**src/rtl/bdd_pkg.sv**
```systemverilog
// Shared definitions for the BDD traversal engine front end.
// Holds the tree-image sync byte, the default RAM geometry and the state type
// of the tree image loader.
package bdd_pkg;

  localparam int RAM1_DATA_WIDTH = 34;
  localparam int RAM2_DATA_WIDTH = 16;
  localparam int ADDR_WIDTH      = 4;
  localparam int DEPTH           = 16;
  localparam int WE_HOLD         = 4;

  // Stream bytes that make up one threshold word and one child word
  localparam int RAM1_BYTES = 5;
  localparam int RAM2_BYTES = 2;

  localparam logic [7:0] SYNC_BYTE = 8'hA5;

  typedef enum logic [3:0] {
    ST_IDLE,
    ST_CNT,
    ST_R1,
    ST_WR1,
    ST_R2,
    ST_WR2,
    ST_CHK,
    ST_DONE,
    ST_ERR
  } loader_state_e;

endpackage

```
**src/rtl/byte_packer.sv**
```systemverilog
// Shift-assembles K stream bytes, big-endian, into a W-bit word.
// Bits of the first byte that do not fit into W are dropped.
// Ports:
//   clk      in  clock
//   rst_n    in  synchronous active-low reset (clears word and byte count)
//   shift_en in  shift byte_in into the word this cycle
//   byte_in  in  8-bit stream byte
//   word     out assembled word (registered, holds between shifts)
//   last     out the next shift completes the word
module byte_packer #(
  parameter int K = 5,
  parameter int W = 34
) (
  input  logic         clk,
  input  logic         rst_n,
  input  logic         shift_en,
  input  logic [7:0]   byte_in,
  output logic [W-1:0] word,
  output logic         last
);

  localparam int CW = (K > 1) ? $clog2(K) : 1;
  localparam logic [CW-1:0] LAST_CNT = CW'(K - 1);

  logic [W-1:0]  word_q, word_d;
  logic [CW-1:0] cnt_q, cnt_d;

  assign word = word_q;
  assign last = (cnt_q == LAST_CNT);

  // The byte counter wraps after the K-th byte so the next word starts clean
  always_comb begin
    word_d = word_q;
    cnt_d  = cnt_q;
    if (shift_en) begin
      word_d = {word_q[W-9:0], byte_in};
      cnt_d  = last ? '0 : cnt_q + CW'(1);
    end
  end

  always_ff @(posedge clk) begin
    if (!rst_n) begin
      word_q <= '0;
      cnt_q  <= '0;
    end else begin
      word_q <= word_d;
      cnt_q  <= cnt_d;
    end
  end

endmodule

```
**src/rtl/tree_image_loader.sv**
```systemverilog
// Tree image loader: receives a byte-serial BDD tree image over a valid/ready
// stream and writes threshold words (RAM1) and child words (RAM2) into the
// traversal engine, holding the engine in reset until an image loads cleanly.
// Frame: A5, N, N x {5 RAM1 bytes, 2 RAM2 bytes}, CHK (XOR of N and node bytes).
// Ports:
//   clk, rst_n          clock, synchronous active-low reset
//   s_data/s_valid      incoming image byte stream
//   s_ready             byte accepted when s_valid && s_ready at posedge clk
//   we1, we2            RAM1/RAM2 write strobes, each held WE_HOLD cycles
//   addr                node address shared by both RAMs
//   ram1_data/ram2_data write data for RAM1/RAM2
//   busy                image load in progress
//   load_done           one-cycle pulse on a load with good checksum
//   load_err            sticky flag: the last load failed
//   eng_rst_n           engine reset, released only after a good load
module tree_image_loader
  import bdd_pkg::*;
#(
  parameter int RAM1_DATA_WIDTH = bdd_pkg::RAM1_DATA_WIDTH,
  parameter int RAM2_DATA_WIDTH = bdd_pkg::RAM2_DATA_WIDTH,
  parameter int ADDR_WIDTH      = bdd_pkg::ADDR_WIDTH,
  parameter int DEPTH           = bdd_pkg::DEPTH,
  parameter int WE_HOLD         = bdd_pkg::WE_HOLD
) (
  input  logic                       clk,
  input  logic                       rst_n,
  input  logic [7:0]                 s_data,
  input  logic                       s_valid,
  output logic                       s_ready,
  output logic                       we1,
  output logic                       we2,
  output logic [ADDR_WIDTH-1:0]      addr,
  output logic [RAM1_DATA_WIDTH-1:0] ram1_data,
  output logic [RAM2_DATA_WIDTH-1:0] ram2_data,
  output logic                       busy,
  output logic                       load_done,
  output logic                       load_err,
  output logic                       eng_rst_n
);

  localparam int HOLD_W = (WE_HOLD > 1) ? $clog2(WE_HOLD) : 1;
  localparam logic [HOLD_W-1:0] HOLD_INIT = HOLD_W'(WE_HOLD - 1);

  loader_state_e           state_q, state_d;
  logic [ADDR_WIDTH-1:0]   addr_q, addr_d;
  logic [ADDR_WIDTH:0]     n_q, n_d;
  logic [7:0]              xor_q, xor_d;
  logic [HOLD_W-1:0]       hold_q, hold_d;
  logic                    we1_q, we1_d;
  logic                    we2_q, we2_d;
  logic                    s_ready_q, s_ready_d;
  logic                    busy_q, busy_d;
  logic                    load_done_q, load_done_d;
  logic                    load_err_q, load_err_d;
  logic                    eng_rst_n_q, eng_rst_n_d;

  logic accept;
  logic shift1, shift2;
  logic last1, last2;
  logic bad_count;
  logic last_node;

  assign accept    = s_valid && s_ready_q;
  assign shift1    = accept && (state_q == ST_R1);
  assign shift2    = accept && (state_q == ST_R2);
  assign bad_count = (s_data == 8'd0) || (int'(s_data) > DEPTH);
  assign last_node = ({1'b0, addr_q} == (n_q - (ADDR_WIDTH+1)'(1)));

  byte_packer #(.K(RAM1_BYTES), .W(RAM1_DATA_WIDTH)) u_pack1 (
    .clk      (clk),
    .rst_n    (rst_n),
    .shift_en (shift1),
    .byte_in  (s_data),
    .word     (ram1_data),
    .last     (last1)
  );

  byte_packer #(.K(RAM2_BYTES), .W(RAM2_DATA_WIDTH)) u_pack2 (
    .clk      (clk),
    .rst_n    (rst_n),
    .shift_en (shift2),
    .byte_in  (s_data),
    .word     (ram2_data),
    .last     (last2)
  );

  // Next-state logic. The write strobes reuse one down-counter, loaded on
  // entry to WR1/WR2; the strobe drops on the cycle the counter reads zero.
  // s_ready is derived from the next state so it is registered with it.
  always_comb begin
    state_d     = state_q;
    addr_d      = addr_q;
    n_d         = n_q;
    xor_d       = xor_q;
    hold_d      = hold_q;
    we1_d       = we1_q;
    we2_d       = we2_q;
    busy_d      = busy_q;
    load_done_d = 1'b0;
    load_err_d  = load_err_q;
    eng_rst_n_d = eng_rst_n_q;

    case (state_q)
      ST_IDLE: begin
        if (accept && (s_data == SYNC_BYTE)) begin
          state_d     = ST_CNT;
          load_err_d  = 1'b0;
          busy_d      = 1'b1;
          eng_rst_n_d = 1'b0;
          xor_d       = 8'd0;
        end
      end
      ST_CNT: begin
        if (accept) begin
          xor_d = xor_q ^ s_data;
          if (bad_count) begin
            state_d    = ST_ERR;
            load_err_d = 1'b1;
            busy_d     = 1'b0;
          end else begin
            n_d     = s_data[ADDR_WIDTH:0];
            addr_d  = '0;
            state_d = ST_R1;
          end
        end
      end
      ST_R1: begin
        if (accept) begin
          xor_d = xor_q ^ s_data;
          if (last1) begin
            state_d = ST_WR1;
            we1_d   = 1'b1;
            hold_d  = HOLD_INIT;
          end
        end
      end
      ST_WR1: begin
        if (hold_q == '0) begin
          we1_d   = 1'b0;
          state_d = ST_R2;
        end else begin
          hold_d = hold_q - HOLD_W'(1);
        end
      end
      ST_R2: begin
        if (accept) begin
          xor_d = xor_q ^ s_data;
          if (last2) begin
            state_d = ST_WR2;
            we2_d   = 1'b1;
            hold_d  = HOLD_INIT;
          end
        end
      end
      ST_WR2: begin
        if (hold_q == '0) begin
          we2_d = 1'b0;
          if (last_node) begin
            state_d = ST_CHK;
          end else begin
            addr_d  = addr_q + ADDR_WIDTH'(1);
            state_d = ST_R1;
          end
        end else begin
          hold_d = hold_q - HOLD_W'(1);
        end
      end
      ST_CHK: begin
        if (accept) begin
          busy_d = 1'b0;
          if (s_data == xor_q) begin
            state_d     = ST_DONE;
            load_done_d = 1'b1;
          end else begin
            state_d    = ST_ERR;
            load_err_d = 1'b1;
          end
        end
      end
      ST_DONE: begin
        eng_rst_n_d = 1'b1;
        state_d     = ST_IDLE;
      end
      ST_ERR: begin
        state_d = ST_IDLE;
      end
      default: begin
        state_d = ST_IDLE;
      end
    endcase

    case (state_d)
      ST_IDLE, ST_CNT, ST_R1, ST_R2, ST_CHK: s_ready_d = 1'b1;
      default:                               s_ready_d = 1'b0;
    endcase
  end

  always_ff @(posedge clk) begin
    if (!rst_n) begin
      state_q     <= ST_IDLE;
      addr_q      <= '0;
      n_q         <= '0;
      xor_q       <= '0;
      hold_q      <= '0;
      we1_q       <= 1'b0;
      we2_q       <= 1'b0;
      s_ready_q   <= 1'b1;
      busy_q      <= 1'b0;
      load_done_q <= 1'b0;
      load_err_q  <= 1'b0;
      eng_rst_n_q <= 1'b0;
    end else begin
      state_q     <= state_d;
      addr_q      <= addr_d;
      n_q         <= n_d;
      xor_q       <= xor_d;
      hold_q      <= hold_d;
      we1_q       <= we1_d;
      we2_q       <= we2_d;
      s_ready_q   <= s_ready_d;
      busy_q      <= busy_d;
      load_done_q <= load_done_d;
      load_err_q  <= load_err_d;
      eng_rst_n_q <= eng_rst_n_d;
    end
  end

  assign s_ready   = s_ready_q;
  assign we1       = we1_q;
  assign we2       = we2_q;
  assign addr      = addr_q;
  assign busy      = busy_q;
  assign load_done = load_done_q;
  assign load_err  = load_err_q;
  assign eng_rst_n = eng_rst_n_q;

endmodule

```
**config.mk**
```make
export PLATFORM = sky130hd
export DESIGN_NAME = tree_image_loader
export DESIGN_NICKNAME = d
export VERILOG_FILES = /design/src/rtl/bdd_pkg.sv /design/src/rtl/byte_packer.sv /design/src/rtl/tree_image_loader.sv
export SDC_FILE = /design/constraint.sdc
export NUM_CORES = 1
export LEC_CHECK = 0
export CAP_MARGIN = 20
export CORE_UTILIZATION = 38
export DETAILED_ROUTE_END_ITERATION = 10
export GPL_ROUTABILITY_DRIVEN = 0
export HOLD_SLACK_MARGIN = 0.05
export PLACE_DENSITY_LB_ADDON = 0.12
export SLEW_MARGIN = 25
export SYNTH_ARGS = -nofsm -noshare
export SYNTH_HDL_FRONTEND = slang
export SYNTH_SLANG_ARGS = --single-unit
```
**constraint.sdc**
```tcl
create_clock -name clk -period 2 [get_ports clk]
set_clock_uncertainty 0.2 [all_clocks]
set_input_delay 0.4 -clock clk [delete_from_list [all_inputs] [get_ports clk]]
set_output_delay 0.4 -clock clk [all_outputs]
set_load 0.02 [all_outputs]
```
[Yosys cells after proc, flatten, opt, wreduce, memory -nomap -nowiden]
Cells that the tools add are included.
Operators by class
  add/sub/neg operators: 5
  $lt $le $gt $ge: 1
  equality and inequality tests: 30
  multiplexer cells: 50
  bitwise operators: 2
  reduce and logical (&&, ||, !) cells: 29
Operators with widths (number)
  $mux W4: 15
  $pmux W4 S7: 1
  $eq A4 B3 Y1 const B: 6
  $ne A2 B2 Y1 const B: 12
  $mux W1: 17
  $mux W8: 2
  $pmux W8 S2: 1
  $eq A4 B2 Y1 const B: 3
  $reduce_and A6 Y1: 2
  $mux W2: 5
  $reduce_and A5 Y1: 2
  $reduce_bool A2 Y1: 5
  $reduce_and A3 Y1: 3
  $eq A4 B1 Y1 const B: 2
  $eq A8 B8 Y1: 1
  $eq A8 B8 Y1 const B: 1
  $gt A8 B5 Y1 const B: 1
  $logic_not A4 Y1: 2
  $logic_not A8 Y1: 1
  $pmux W4 S2: 1
  $reduce_and A4 Y1: 2
  $xor A8 B8 Y8: 1
  $mux W3: 2
  $ne A2 B1 Y1 const B: 3
  19 further kinds: 26
Word-level totals
  bits in registers: 84
  bits of input ports: 11
  output and inout bits: 61
  logic and storage cells: 133

[Longest topological paths before layout]
Gate-level depths: netlist of run 1.
  depth after elaboration: 8
  mapped depth: 8
  gate-level depth less buffers: 8

[Modules after synthesis]
From an unflattened synthesis of run 1, not the netlist that was laid out.
Second synthesis, totals
  cell total of the unflattened synthesis: 397
  area, all modules: 3903.7 µm²
Modules (own cells, without submodules)
  tree_image_loader: times used 1, cells each 215, area each 1781.7 µm², seq. area each 600.6 µm²
  byte_packer (u_pack1): times used 1, cells each 128, area each 1471.4 µm², seq. area each 740.7 µm²
  byte_packer (u_pack2): times used 1, cells each 54, area each 650.6 µm², seq. area each 340.3 µm²

[Worst setup path after synthesis of run 1]
No wires, ideal clock.
  kind: input port to flip-flop
  from: input s_data[4]
  to: register load_err_q, in the netlist load_err
  library setup time: 0.116 ns
  arrival: 1.871 ns
  required time: 1.684 ns
  slack: -0.188 ns
  stages on the path: 7
  buffers on the path: 1
  cells stage by stage: buf_2 -> nor2b_1 -> or4_1 -> nor4_4 -> a2bb2oi_1 -> nor2_1 -> o211a_1
Between the ends
  longest elaborated chain between the ends: 4
  elaborated cells on any way between the ends: 10
  classes of those cells: 1 x order compare; 5 x eq/ne; 4 x reduce/logical
Ends and longest elaborated chain
  start, declared: RTL line tree_image_loader.sv:27  | input logic [7:0] s_data,
  $gt A8 B5 Y1 (tied with other cells): RTL line tree_image_loader.sv:66  | assign bad_count = (s_data == 8'd0) || (int'(s_data) > DEPTH);
  $logic_or A1 B1 Y1 / $logic_and A1 B1 Y1 (equally long branches): RTL line tree_image_loader.sv:66, tree_image_loader.sv:105
  $ne A2 B2 Y1 (no source line)
  $reduce_and A6 Y1 (no source line) (*)
  end signal, assigned: RTL line tree_image_loader.sv:223  | load_err_q <= load_err_d;
  end, declared: RTL line tree_image_loader.sv:54  | logic load_err_q, load_err_d;
Mark *: on every way between the ends. The rest lies on a longest branch, timed or not.
A chain may end at the register's enable or synchronous reset.

[Worst setup path after layout of run 1]
  from: input s_data[6]
  to: register load_err_q, in the netlist load_err
Same word-level chain as after synthesis.

==> Flow_metrics.wiki, run 1 <==
{| class="wikitable"
! Metric !! Value
|-
| Run status || finished, violations left
|-
| Violations in the final reports || setup timing
|-
| Number of distinct standard cells referenced by the synthesized netlist || 57
|-
| Total grt overflow || 0
|-
| Most frequently used flop master after synthesis || sky130_fd_sc_hd__dfxtp_1
|-
| Total Die Area || about 10,000 um2
|-
| Horizontal die dimension || around 100 um
|-
| TritonCTS clock tree || yes
|-
| Max frequency || between 400 and 500 MHz
|-
| Vias in the first global route || 3,199
|-
| FILL cells || 880
|-
| #FFs+latches synth || 84
|-
| Register cell area after layout || 1690 um2
|-
| Kind of capture point of the worst setup path || flop
|-
| Highest cell delay on the worst timing path || 440 ps
|-
| Overall routed net length || ~9600 um
|-
| Unrepaired setup endpoints after global routing || true
|-
| Number of flops mapped to enable cells by yosys || 0
|-
| Number of design-rule violations left by the first detailed-router iteration || 112
|-
| Total buffers and inverters traversed by the critical path || 2
|-
| Initial core utilization || 0.398
|-
| Synthesized Nets || around 480
|-
| Number of buffers on the longest clock path || 2
|-
| Mean post-synth cell area || 8.08 um2
|-
| Post-layout nets || 593
|-
| Post-route clock period utilization || 1.00
|-
| FF-to-FF path depth || 6
|-
| Number of remaining DRC errors || 0
|-
| CTS root buffer || sky130_fd_sc_hd__clkbuf_8
|-
| Max capacitance violation total || 0
|-
| Final setup viols || 1
|-
| Row Count || 35
|-
| Critical-path cell with the highest stage delay || sky130_fd_sc_hd__or4_4
|-
| Clock insertion delay at the later pin of the skew report || around 360 ps
|-
| Instance count of the mapped netlist || 462
|-
| Setup Slack @ Placement || -611 ps
|-
| Setup crit start kind || primary input
|-
| Leakage Power || between 2 and 2.5 nW
|-
| Startpoint of the most critical setup path || s_data[6]
|-
| Number of pins exceeding their max-slew limit in the final report || 0
|-
| Final Hold Vio Count || 0
|-
| Post-Synthesis Cell Area || 3730 um2
|-
| Power per cell area || roughly 550 nW/um2
|-
| Io pins || between 70 and 80
|-
| WL per Instance || 13.5 um
|-
| Critical path, cell by cell || dlygate4sd2_1 > buf_6 > xor2_1 > or4_4 > nor4_4 > a2bb2oi_2 > nor2_1 > o211a_1
|-
| Number of iterations in the first detailed-routing pass || 4
|-
| Flop2flop setup slack || 0 ps
|-
| Start of the worst register-to-register path || xor_q[4]
|-
| Async SR Flop Fraction || 0
|-
| Timing endpoint of the critical path || load_err
|-
| Number of nets with antenna violations after routing || 0
|-
| First-pass GRT wire length || between 15,000 and 20,000 um
|-
| Via density per instance || 4.91
|-
| Highest net fanout along the worst path || 5
|-
| Clock slew at reported path FFs || about 90 ps
|-
| Number of warnings issued by yosys || 0
|-
| Logic depth of the worst path, buffers included || 8
|-
| Min setup slack post-route || -9.99 ps
|-
| Diodes inserted || 0
|-
| Number of buffers inserted by port buffering || 71
|-
| Total of hold buffers inserted after clock tree synthesis || 0
|-
| Min cycle time layout || around 2000 ps
|-
| Pin count of the biggest net entering global routing || 50
|-
| Initial antenna violation count || 0
|-
| Transition at the pin with the smallest max-transition slack || 348 ps
|-
| Worst hold slack across all endpoints || roughly 240 ps
|-
| Global-route total usage across every layer || 0.193
|-
| CTS H-tree lvls || 3
|-
| Sum of internal, switching and leakage power || about 3 mW
|-
| Number of clock sinks || 84
|-
| Maximum VDD drop || roughly 0.27 mV
|-
| Headroom to the max-slew limit || 0.767
|-
| Area grow syn2layout || 44.5%
|-
| Share of synthesized area occupied by flip-flops and latches || 0.450
|-
| Crit-path leading delay family || simple AND/OR/NAND/NOR gates
|-
| Worst hold path type || primary input to flop
|-
| Number of vias after detailed routing || 3,489
|-
| Worst path required time || between 2000 and 2500 ps
|-
| Startpoint-to-endpoint class of the critical path || primary input to flop
|-
| Core region area || 9370 um2
|-
| Arrival time at the worst endpoint || approximately 2100 ps
|-
| Clock buffer count from CTS || 9
|-
| Fraction of layout instances using a drive strength above 1 || 0.203
|-
| Height of the die || about 100 um
|-
| DP HPWL || around 6700 um
|-
| Area taken by multi-input logic gates || ~2000 um2
|-
| Reg-to-reg critical path endpoint || load_err
|}
[layout make-up]
type | count | area share
multi-input cells | 335 | 0.370
flip-flops and latches | 84 | 0.314
repair buffers | 135 | 0.242
well taps | 129 | 0.0299
clock buffers | 9 | 0.0230
clock inverters | 7 | 0.0123
inverters | 12 | 0.00835
[how the worst min path moves through the flow]
stage | from | endpoint | slack (ps) | cells after the start
finish | s_data[2] | u_pack2.word[2] | 240 | 4
CTS | u_pack1.word[27] | u_pack1.word[27] | 260 | 2
detailed placement | u_pack1.word[26] | u_pack1.word[26] | 250 | 2
floorplan | hold_q[0] | hold_q[0] | 250 | 1
global route | s_data[2] | u_pack2.word[2] | 240 | 4
global placement | u_pack1.word[32] | u_pack1.word[32] | 240 | 2
[cell usage after synthesis (2+ instances only)]
master	n	area, um2
sky130_fd_sc_hd__xnor2_1	7	61.3
sky130_fd_sc_hd__nor2b_1	8	50.1
sky130_fd_sc_hd__nand2b_1	2	12.5
sky130_fd_sc_hd__nand2_1	112	420
sky130_fd_sc_hd__o21ai_0	12	60.1
sky130_fd_sc_hd__mux2i_1	6	60.1
sky130_fd_sc_hd__nand3b_1	9	67.6
sky130_fd_sc_hd__dfxtp_1	84	1680
sky130_fd_sc_hd__nor4b_1	2	17.5
sky130_fd_sc_hd__inv_1	12	45.0
sky130_fd_sc_hd__buf_6	2	22.5
sky130_fd_sc_hd__xor2_1	5	43.8
sky130_fd_sc_hd__nand4_1	3	18.8
sky130_fd_sc_hd__o211ai_1	3	22.5
sky130_fd_sc_hd__o21ai_1	2	10.0
sky130_fd_sc_hd__clkbuf_1	21	78.8
sky130_fd_sc_hd__nor3_1	3	15.0
sky130_fd_sc_hd__buf_2	8	40.0
sky130_fd_sc_hd__and2_1	3	18.8
sky130_fd_sc_hd__o21a_1	2	15.0
sky130_fd_sc_hd__nand3_1	4	20.0
sky130_fd_sc_hd__nand4b_1	2	17.5
sky130_fd_sc_hd__and3_1	2	12.5
sky130_fd_sc_hd__ha_1	5	62.6
sky130_fd_sc_hd__a21oi_1	76	380
sky130_fd_sc_hd__nor4_4	2	42.5
sky130_fd_sc_hd__or3_1	3	18.8
sky130_fd_sc_hd__nor2_1	32	120
sky130_fd_sc_hd__a32oi_1	2	17.5
[cell usage in the layout, fill, tap and decap left out, drive strengths merged, types with 3 or more instances in the layout]
cell type      count
a21oi             76
and2               3
buf               64
clkbuf            10
clkdlybuf4s50     28
dfxtp             84
dlygate4sd2       10
dlymetal6s2s      30
ha                 5
inv               16
mux2i              7
nand2            112
nand3              5
nand3b             9
nand4              3
nor2              34
nor2b              8
nor3               3
nor4               3
nor4b              3
o211ai             3
o21ai             15
or3                3
xnor2              7
xor2               5
[tightest hold or removal path: cells and delay by family]
| kind | cells | cell delay, ps |
|---|---|---|
| buf+inv | 2 | 250 |
| simple gates | 1 | 50 |
| compound gates | 1 | 50 |
[logic make-up after synthesis]
group | synth area share
AND/OR/NAND/NOR | 0.259
AO/OA/AOI/OAI | 0.176
flip-flops | 0.450
buffers and inverters | 0.0499
XOR/XNOR | 0.0281
multiplexers | 0.0198
adder cells (fa/ha/maj) | 0.0168
[metrics by stage]
| stage | util | TNS (ps) | cell area (um2) | cells |
|---|---|---|---|---|
| final | 0.576 | -9.99 | 5390 | 711 |
| after detailed placement | 0.532 | -20390 | 4980 | 688 |
| after floorplan | - | -222 | 3810 | 462 |
| after global placement | 0.532 | -19290 | 4980 | 688 |
| after CTS | 0.556 | -5.73 | 5210 | 706 |
| after global routing | 0.576 | -439 | 5390 | 711 |
[timing repair]
item,in CTS,in global routing
cloned,0,0
setup endpoints to repair,29,47
pin swaps,4,18
buffers inserted,2,5
gates resized for setup,23,59
[where the power goes]
part / switching, mW / total (mW) / internal [mW]
sequential: 0.000136 / 1.67 / 1.67
combinational: 0.0830 / 0.150 / 0.0671
clock: 0.679 / 1.16 / 0.479
[layer usage]
metal	track usage	vias up	share of wire
met5	0	-	0
met4	0.0870	0	0.0094
met3	0.0298	9	0.026
met2	0.307	63	0.48
met1	0.258	1614	0.48
li1	-	1803	-
[sequential cells by signal, indices dropped and copies added, names as in the netlist, 2 cells and up]
register and count:
addr 4, u_pack1.cnt_q 3, n_q 5, u_pack2.word 16
u_pack1.word 34, state_q 4, hold_q 2, xor_q 8
Note: power is estimated with default switching activity, not from simulation.
==> run 2: changes to the inputs <==
ABC_AREA = 1   (was default)
SLEW_MARGIN = 20   (was 25)
==> Flow_metrics.wiki, run 2 <==
{| class="wikitable"
! Metric !! Value
|-
| Run status || finished clean
|-
| Start of the worst register-to-register path || state_q[1]
|-
| Async SR Flop Fraction || 0 (unchanged)
|-
| Kind of capture point of the worst setup path || primary output
|-
| Initial antenna violation count || 0 (unchanged)
|-
| Io pins || 72 (unchanged)
|-
| Highest cell delay on the worst timing path || 630 ps (+190 ps)
|-
| Worst hold path type || primary input to flop
|-
| Core region area || 9420 um2 (+0.47%)
|-
| Height of the die || 101 um (+0.28%)
|-
| Horizontal die dimension || 101 um (+0.28%)
|-
| Total buffers and inverters traversed by the critical path || 1 (-1)
|-
| Diodes inserted || 0 (unchanged)
|-
| First-pass GRT wire length || 15,900 um (+3.3%)
|-
| Share of synthesized area occupied by flip-flops and latches || 0.448 (-0.00255)
|-
| Maximum VDD drop || 0.508 mV (+85%)
|-
| Number of clock sinks || 84 (unchanged)
|-
| Worst path required time || 1400 ps (-660 ps)
|-
| Global-route total usage across every layer || 0.197 (+0.00381)
|-
| Highest net fanout along the worst path || 3 (-2)
|-
| Most frequent cells in the layout || sky130_fd_sc_hd__nand2_1, sky130_fd_sc_hd__dfxtp_1, sky130_fd_sc_hd__nor2_1
|-
| Final instance count without filler cells || 746 (+4.9%)
|-
| Setup crit start kind || flop
|-
| Worst Hold Path EP || u_pack2.word[5]
|-
| Initial core utilization || 0.399 (+0.000406)
|-
| Clock slew at reported path FFs || 90 ps (about the same)
|-
| Most frequently used flop master after synthesis || sky130_fd_sc_hd__dfxtp_1
|-
| Leakage Power || 2.46 nW (+0.22%)
|-
| Number of design-rule violations left by the first detailed-router iteration || 138 (+23%)
|-
| Top-count cell post-synth || sky130_fd_sc_hd__nand2_1
|-
| Startpoint-to-endpoint class of the critical path || flop to primary output
|-
| Arrival time at the worst endpoint || 1360 ps (-710 ps)
|-
| Placed cell count || 728 (+5.8%)
|-
| Crit-path leading delay family || buffers and inverters
|-
| FF-to-FF path depth || 8 (+2)
|-
| Startpoint of the most critical setup path || u_pack2.word[6]
|-
| Cell type with the highest aggregate area in the netlist || sky130_fd_sc_hd__dfxtp_1
|-
| Number of pins exceeding their max-slew limit in the final report || 0 (unchanged)
|-
| Final core utilization || 0.542 (-0.0339)
|-
| CTS H-tree lvls || 3 (unchanged)
|-
| Total Die Area || 10,300 um2 (+0.56%)
|-
| Logic depth of the worst path, buffers included || 1 (-7)
|-
| Row Count || 35 (unchanged)
|-
| Number of warnings issued by yosys || 0 (unchanged)
|-
| Mean post-synth cell area || 7.26 um2 (-10%)
|-
| Number of buffers on the longest clock path || 2 (unchanged)
|-
| Cell depth of the worst min-delay path || 3 (-1)
|-
| Top post-synthesis cells by area || sky130_fd_sc_hd__dfxtp_1, sky130_fd_sc_hd__nand2_1, sky130_fd_sc_hd__nor2_1
|-
| Number of remaining DRC errors || 0 (unchanged)
|-
| Synthesized Nets || 533 (+12%)
|-
| Number of distinct standard cells referenced by the synthesized netlist || 30 (-47%)
|-
| Most frequent standard cell in the layout excluding fill and tap cells || sky130_fd_sc_hd__nand2_1
|-
| Unrepaired setup endpoints after global routing || false
|-
| Fraction of layout instances using a drive strength above 1 || 0.152 (-0.0504)
|-
| Via density per instance || 4.89 (-0.40%)
|-
| Transition at the pin with the smallest max-transition slack || 280 ps (-68.2 ps)
|-
| Min setup slack post-route || 44.5 ps (+54.5 ps)
|-
| Critical path, cell by cell || clkdlybuf4s50_1
|-
| Synth cell count leaders || sky130_fd_sc_hd__nand2_1, sky130_fd_sc_hd__dfxtp_1, sky130_fd_sc_hd__nor2_1, sky130_fd_sc_hd__a21oi_1, sky130_fd_sc_hd__inv_1
|-
| Headroom to the max-slew limit || 0.811 (+0.0441)
|-
| Number of buffers inserted by port buffering || 71 (unchanged)
|-
| Critical-path cell with the highest stage delay || sky130_fd_sc_hd__clkdlybuf4s50_1
|-
| Post-route clock period utilization || 0.978 (-0.0273)
|-
| Power per cell area || 582 nW/um2 (+5.4%)
|-
| Overall routed net length || 9800 um (+1.8%)
|-
| Clock buffer count from CTS || 9 (unchanged)
|-
| Clock insertion delay at the later pin of the skew report || 350 ps (about the same)
|-
| Number of nets with antenna violations after routing || 0 (unchanged)
|-
| Final setup viols || 0 (-1)
|-
| Vias in the first global route || 3,415 (+6.8%)
|-
| Largest register FFs || 34 (unchanged)
|-
| Post-Synthesis Cell Area || 3750 um2 (+0.57%)
|-
| DP HPWL || 6940 um (+3.2%)
|-
| Number of vias after detailed routing || 3,646 (+4.5%)
|-
| Number of iterations in the first detailed-routing pass || 4 (unchanged)
|-
| Worst hold slack across all endpoints || 211 ps (-26.8 ps)
|-
| Max capacitance violation total || 0 (unchanged)
|-
| Total grt overflow || 0 (unchanged)
|-
| TritonCTS clock tree || yes
|-
| Final instance area || 5100 um2 (-5.5%)
|-
| Min cycle time layout || 1960 ps (-54.5 ps)
|-
| Post-layout nets || 628 (+5.9%)
|-
| Total cell area at the placement stage || 4800 um2 (-3.7%)
|-
| WL per Instance || 13.1 um (-3.0%)
|-
| Proportion of netlist area held by the largest area contributor || 0.448 (-0.00255)
|-
| Flop2flop setup slack || 120 ps (+120 ps)
|-
| #FFs+latches synth || 84 (unchanged)
|-
| Hold Startpoint || s_data[5]
|-
| Pin count of the biggest net entering global routing || 40 (-20%)
|-
| Max frequency || 511 MHz (+2.8%)
|-
| Instance count of the mapped netlist || 517 (+12%)
|-
| Area grow syn2layout || 35.8%
|-
| Final Hold Vio Count || 0 (unchanged)
|-
| CTS root buffer || sky130_fd_sc_hd__clkbuf_8
|-
| Number of flops mapped to enable cells by yosys || 0 (unchanged)
|-
| Setup Slack @ Placement || -451 ps (+160 ps)
|-
| FILL cells || 892 (+1.4%)
|-
| Reg-to-reg critical path endpoint || xor_q[4]
|}
## run 2: worst max-delay path by stage
stage | slack (ps) | endpoint
2_1_floorplan | 200 | n_q[0]
3_3_place_gp | -420 | s_ready
3_5_place_dp | -450 | s_ready
4_1_cts | 3 | xor_q[4]
5_1_grt | 2 | ram2_data[6]
6_report | 40 | ram2_data[6]
## run 2: routing by layer
layer	vias to the layer above	track usage	wire length [um]
met2	78	0.324	4630
met1	1698	0.249	4540
met5	-	0	0
met4	0	0.0479	122
li1	1860	-	-
met3	10	0.0635	504
## run 2: where the power goes
| group | switching [mW] | internal (mW) | total (mW) |
|---|---|---|---|
| Sequential | 0.000733 | 1.67 | 1.67 |
| Clock | 0.649 | 0.494 | 1.14 |
| Combinational | 0.0914 | 0.0606 | 0.152 |
## run 2: cell type report
type,count,area (um2),area share
sequential,84,1680,0.330
timing repair buffer,104,1020,0.201
inverter,56,213,0.0417
clock inverter,6,46.3,0.00908
clock buffer,10,138,0.0270
multi-input combinational,357,1840,0.360
tap,129,161,0.0316
## run 2: through the flow
stage,total power [mW],setup TNS [ps]
after CTS,3.01,0
after floorplan,1.78,0
after global placement,1.86,-12030
final,2.97,0
after global routing,3.08,0
after detailed placement,1.86,-13390
## run 2: logic make-up after synthesis
kind of cell | share of synthesized area
and+or+nand+nor | 0.270
AOI/OAI and AO/OA | 0.161
DFF | 0.448
buffers and inverters | 0.0816
xor gates and xnor gates | 0.0233
adders and majority gates | 0.0167
## run 2: what timing repair did
item	4_1_cts	5_1_grt
endpoints found under the setup margin	13	47
buffers inserted	0	1
resized for setup	7	33
cloned	0	1
hold buffers	0	0
pin swaps	1	5
